**config.mk**
```make
export PLATFORM = sky130hd
export DESIGN_NAME = branch_resolve
export DESIGN_NICKNAME = d
export VERILOG_FILES = /design/src/rtl/branch_resolve_pkg.sv /design/src/rtl/bht_2bit.sv /design/src/rtl/branch_resolve.sv
export SDC_FILE = /design/constraint.sdc
export NUM_CORES = 1
export LEC_CHECK = 0
export ABC_AREA = 1
export CORE_ASPECT_RATIO = 1.25
export CORE_MARGIN = 2
export CORE_UTILIZATION = 49
export CTS_BUF_LIST = sky130_fd_sc_hd__clkbuf_4
export DETAILED_ROUTE_END_ITERATION = 6
export GPL_TIMING_DRIVEN = 0
export PLACE_DENSITY = 0.9
export SKIP_CTS_REPAIR_TIMING = 1
export SYNTH_ARGS = -nofsm -noshare
export SYNTH_HDL_FRONTEND = slang
export SYNTH_SLANG_ARGS = --single-unit
```
**constraint.sdc**
```tcl
create_clock -name clk -period 3.7 [get_ports clk]
set_clock_uncertainty 0.05 [all_clocks]
set_input_delay 0.37 -clock clk [delete_from_list [all_inputs] [get_ports clk]]
set_output_delay 0.37 -clock clk [all_outputs]
set_load 0.005 [all_outputs]
```
**src/rtl/branch_resolve_pkg.sv**
```systemverilog
// branch_resolve_pkg: shared widths, funct3 codes, BHT counter states and helpers for branch_resolve
package branch_resolve_pkg;

    localparam int REG_WIDTH = 32;

    localparam logic [2:0] F3_BEQ  = 3'b000;
    localparam logic [2:0] F3_BNE  = 3'b001;
    localparam logic [2:0] F3_BLT  = 3'b100;
    localparam logic [2:0] F3_BGE  = 3'b101;
    localparam logic [2:0] F3_BLTU = 3'b110;
    localparam logic [2:0] F3_BGEU = 3'b111;

    localparam logic [1:0] SNT = 2'b00;
    localparam logic [1:0] WNT = 2'b01;
    localparam logic [1:0] WT  = 2'b10;
    localparam logic [1:0] ST  = 2'b11;

    typedef logic [1:0] bht_ctr_t;

    typedef struct packed {
        logic taken;
        logic mispredict;
        logic illegal;
    } resolve_t;

    // Branch condition from the comparator flags; reserved encodings resolve not taken
    function automatic logic branch_taken(input logic [2:0] f3, input logic eq, input logic lt);
        return (f3 == F3_BEQ) ? eq :
               (f3 == F3_BNE) ? ~eq :
               (f3 == F3_BLT || f3 == F3_BLTU) ? lt :
               (f3 == F3_BGE || f3 == F3_BGEU) ? ~lt : 1'b0;
    endfunction

    // 2-bit saturating counter step
    function automatic bht_ctr_t ctr_next(input bht_ctr_t c, input logic taken);
        return taken ? ((c == ST) ? ST : c + 2'd1) : ((c == SNT) ? SNT : c - 2'd1);
    endfunction

endpackage

```
**src/rtl/bht_2bit.sv**
```systemverilog
// bht_2bit: array of 2-bit saturating counters, combinational read, synchronous update
module bht_2bit
    import branch_resolve_pkg::*;
#(
    parameter int IDX_W = 4
) (
    input  logic             clk,
    input  logic             rst_n,
    input  logic [IDX_W-1:0] rd_idx,
    output bht_ctr_t         rd_ctr,
    input  logic             wr_en,
    input  logic [IDX_W-1:0] wr_idx,
    input  logic             wr_taken
);

    bht_ctr_t ctr [2**IDX_W];

    // Read sees the stored value, so a same-cycle update to this index is not visible yet
    assign rd_ctr = ctr[rd_idx];

    // Counters start weakly not taken and train on each resolved branch
    always_ff @(posedge clk or negedge rst_n) begin
        if (!rst_n) begin
            for (int i = 0; i < 2**IDX_W; i++) ctr[i] <= WNT;
        end else if (wr_en) begin
            ctr[wr_idx] <= ctr_next(ctr[wr_idx], wr_taken);
        end
    end

endmodule

```
**src/rtl/branch_resolve.sv**
```systemverilog
// branch_resolve: EX-stage branch/jump resolution, registered mispredict redirect/flush, BHT owner.
// Optional feature: define BRANCH_STATS_EN to build the branch and mispredict counters.
module branch_resolve
    import branch_resolve_pkg::*;
#(
    parameter int BHT_IDX_W = 4,
    parameter int REG_WIDTH = branch_resolve_pkg::REG_WIDTH
) (
    input  logic                 clk,
    input  logic                 rst_n,
    input  logic                 stall,
    input  logic                 ex_valid,
    input  logic                 ex_is_branch,
    input  logic                 ex_is_jal,
    input  logic                 ex_is_jalr,
    input  logic [2:0]           ex_funct3,
    input  logic [REG_WIDTH-1:0] ex_pc,
    input  logic [REG_WIDTH-1:0] ex_target,
    input  logic                 ex_pred_taken,
    input  logic                 BrEq,
    input  logic                 BrLT,
    output logic                 BrUn,
    input  logic [REG_WIDTH-1:0] if_pc,
    output logic                 if_pred_taken,
    output logic                 redirect_valid,
    output logic [REG_WIDTH-1:0] redirect_pc,
    output logic                 flush,
    output logic                 illegal_branch,
    output logic [31:0]          stat_branches,
    output logic [31:0]          stat_mispredicts
);

    logic                 is_jump;
    logic                 is_cond;
    logic                 resolve;
    logic                 do_redirect;
    resolve_t             res;
    logic [REG_WIDTH-1:0] next_pc;
    bht_ctr_t             if_ctr;
    logic                 unused_if_pc;

    assign unused_if_pc = ^{if_pc[REG_WIDTH-1:BHT_IDX_W+2], if_pc[1:0]};

    // Unsigned compare only for bltu/bgeu
    assign BrUn = ex_funct3[2] & ex_funct3[1];

    // Resolve the EX instruction; the instruction seen during a flush cycle is wrong-path
    always_comb begin
        is_jump        = ex_is_jal | ex_is_jalr;
        is_cond        = ex_is_branch & ~is_jump;
        resolve        = ex_valid & ~stall & ~flush & (is_jump | ex_is_branch);
        res.illegal    = is_cond & (ex_funct3[2:1] == 2'b01);
        res.taken      = is_jump | (is_cond & branch_taken(ex_funct3, BrEq, BrLT));
        res.mispredict = is_jump | (res.taken != ex_pred_taken);
        do_redirect    = resolve & res.mispredict;
        next_pc        = res.taken ? ex_target : ex_pc + REG_WIDTH'(4);
    end

    // Redirect/flush/illegal pulses; held while stalled so fetch cannot miss them
    always_ff @(posedge clk or negedge rst_n) begin
        if (!rst_n) begin
            redirect_valid <= 1'b0;
            flush          <= 1'b0;
            illegal_branch <= 1'b0;
            redirect_pc    <= '0;
        end else if (!stall) begin
            redirect_valid <= do_redirect;
            flush          <= do_redirect;
            illegal_branch <= resolve & res.illegal;
            if (do_redirect) redirect_pc <= next_pc;
        end
    end

    bht_2bit #(.IDX_W(BHT_IDX_W)) u_bht (
        .clk      (clk),
        .rst_n    (rst_n),
        .rd_idx   (if_pc[BHT_IDX_W+1:2]),
        .rd_ctr   (if_ctr),
        .wr_en    (resolve & is_cond),
        .wr_idx   (ex_pc[BHT_IDX_W+1:2]),
        .wr_taken (res.taken)
    );

    assign if_pred_taken = if_ctr[1];

`ifdef BRANCH_STATS_EN
    // Event counters; resolution is already gated by stall so they freeze with the pipe
    always_ff @(posedge clk or negedge rst_n) begin
        if (!rst_n) begin
            stat_branches    <= '0;
            stat_mispredicts <= '0;
        end else begin
            if (resolve & is_cond) stat_branches <= stat_branches + 32'd1;
            if (do_redirect) stat_mispredicts <= stat_mispredicts + 32'd1;
        end
    end
`else
    assign stat_branches    = '0;
    assign stat_mispredicts = '0;
`endif

endmodule

```
==> flow_summary.ini <==
[global_routing]
grt_pass1_wl_um = 23700
grt_pass1_vias = 5218
grt_start_max_net_pins = 67
antenna_found_initial = 1
grt_overflow = 0
grtUsageTotal = 0.271

[synth]
synth_top_area_share = 0.262
syn_area_per_cell_um2 = 6.40
synth-seq-cells = 66
synth_top_cell_by_area = nand2_1
ys.flop_type = dfrtp_1
seq_area_frac_synth = 0.327
synth_edf_count = 0
netlist_instances = 799
synth_async_sr_flop_share = 1.00
ys_warn_count = 0
yosysMostFrequentCell = nand2_1
synth_cell_type_count = 34
synth_area_um2 = 5110
synthTopCellsByArea = nand2_1, dfrtp_1, buf_4
synth_common_cells = nand2_1, inv_1, nor2_1

[drt]
drt-total-wl_um = 14700
wl_per_cell_um = 13.1
drtIter0Drc = 269
drc_errors = 0
firstDrtPassIters = 5
dr_total_vias = 5355
vias_per_cell = 4.76
ant_nets = 0

[timing]
slew_violations = 0
report.final.hold_viol_count = 9
fin_worst_hold_slack_ns = -0.0173
clock.fmax_mhz = 376
max_slew_margin = 0.426
tightest_slew_ns = 0.861
grt_setup_unrepaired = false
setup_viol = 0
finalCriticalPeriod_ns = 2.66
fin_crit_sh = 0.718

[floorplanning]
die_h_um = 118
initial_utilization = 0.506
core_um2 = 10100
die_w_um = 95.4
dieArea_um2 = 11300
ios = 210
rows = 41

[worst_setup_path]
worstSetupStartpoint = if_pc[2]
path_class = in2out
startpoint_type = primary input
r2r-end = u_bht.ctr[13]
slowest_delay_ns = 0.59
ff2ff_path_depth = 8
cp_max_fo = 10
crit_path_frequent_cell = clkdlybuf4s50_1
critPathCaptureType = output port
crit_slowest_cell = clkdlybuf4s50_1
cp.arrival_ns = 2.24
crit_chain = clkdlybuf4s50_1 > clkbuf_1 > o21ai_0 > a21oi_1 > o221ai_1 > nand2_1 > clkdlybuf4s50_1
reg2reg_from = flush
regToRegSetupSlack_ns = 1.78
cp.required_ns = 3.28

[clock_tree]
clock_latency_ns = 0.44
clockBufferDepth = 2
htreeDepth = 3
cts_buffers = 9
cts_tree = yes
cts.sinks = 66
root_buffer = clkbuf_4
clk_pin_slew_ns = 0.11

[status]
violations = hold timing
status = finished, violations left

[placement]
dp.cells = 1108
dpl.hpwl_um = 11500
gp_congestion = 0.974
port_buffers = 117
place_area_um2 = 6680

[pwr]
seqPwrFrac = 0.417
leakage_nw = 3.54
pwr-share-comb = 0.324
p_int_mw = 1.49
p_clk_frac = 0.258
ir_drop_uv = 240
power_density_nw_per_um2 = 313
p_sw_mw = 0.653
p_total_mw = 2.14
switching_share = 0.305

[cells_and_area]
drive_gt1_frac = 0.136
stdcell_count = 1125
final_area_um2 = 6840
nets = 1103
fill_cells = 915
area_growth_pct = 33.8

[min_path]
min_path_type = in2async

[job]
cap_violations = 0
## cell families (layout without fill, tap and decap cells)
group / count (synthesis) / count (layout) / synth area share
buffers and inverters: 164 / 297 / 0.184
xor gates and xnor gates: 16 / 16 / 0.0274
AOI/OAI and AO/OA: 53 / 53 / 0.0578
and+or+nand+nor: 495 / 495 / 0.393
adders and majority gates: 4 / 4 / 0.00979
other: 1 / 65 / 0.000734
DFF: 66 / 66 / 0.327
## metrics by stage
stage	setup TNS, ns	worst slack (ns)	util
floorplan	0	2.08	-
global placement	-3.99	-0.0852	0.661
detailed placement	0	1.05	0.661
CTS	0	1.05	0.676
global route	0	0.843	0.676
finish	0	1.04	0.676
## worst max path at each step
stage                                  to  slack [ns]  depth (start not counted)
final                       if_pred_taken        1.04                          7
after global routing        if_pred_taken        0.84                          7
after CTS                   if_pred_taken        1.05                          7
after floorplan              u_bht.ctr[3]        2.08                         15
after detailed placement    if_pred_taken        1.05                          7
after global placement    redirect_pc[16]       -0.09                          1
## final cells by class
type | instances | area (um^2) | share of cell area
Multi-Input combinational cell | 632 | 2740 | 0.400
Antenna cell | 1 | 2.50 | 0.000366
Clock buffer | 10 | 75.1 | 0.0110
Clock inverter | 6 | 81.3 | 0.0119
Inverter | 78 | 293 | 0.0428
Buffer | 86 | 648 | 0.0948
Tap cell | 129 | 161 | 0.0236
Timing Repair Buffer | 117 | 1170 | 0.171
Sequential cell | 66 | 1670 | 0.245
## registers in the layout (all words and copies together) (netlist names)
register and count:
illegal_branch 1, u_bht.ctr 32, flush 1, redirect_pc 32
## worst max-delay path: cells and delay by family
family | cells | cell delay, ns
simple gates | 1 | 0.07
buf+inv | 3 | 1.40
compound gates | 3 | 0.39
## cell usage in the layout (no fill, tap or decap), drive strengths merged, types with 3 or more instances in the layout
| cell type | instances |
|---|---|
| clkdlybuf4s50 | 116 |
| dfstp | 16 |
| nor3 | 3 |
| clkinv | 3 |
| a21oi | 10 |
| conb | 64 |
| xor2 | 7 |
| nand3b | 5 |
| nor2 | 77 |
| dfrtp | 50 |
| clkbuf | 13 |
| xnor2 | 9 |
| nand2 | 365 |
| buf | 84 |
| nand3 | 42 |
| o21ai | 32 |
| inv | 78 |
| a21boi | 4 |
| ha | 4 |
## power by group through the flow
stage,clock (mW),combinational (mW),sequential (mW)
floorplan,0,0.316,0.903
finish,0.553,0.695,0.894
global placement,0,0.682,0.902
detailed placement,0,0.692,0.903
CTS,0.565,0.696,0.892
global route,0.593,0.769,0.906
## layer usage
layer | wire length (um) | part of all wire | global-route usage
met4 | 608 | 0.041 | 0.133
met2 | 7440 | 0.51 | 0.466
met5 | 0 | 0 | 0
met1 | 5490 | 0.37 | 0.308
met3 | 1160 | 0.079 | 0.0644
(Power assumes the default switching activity.)
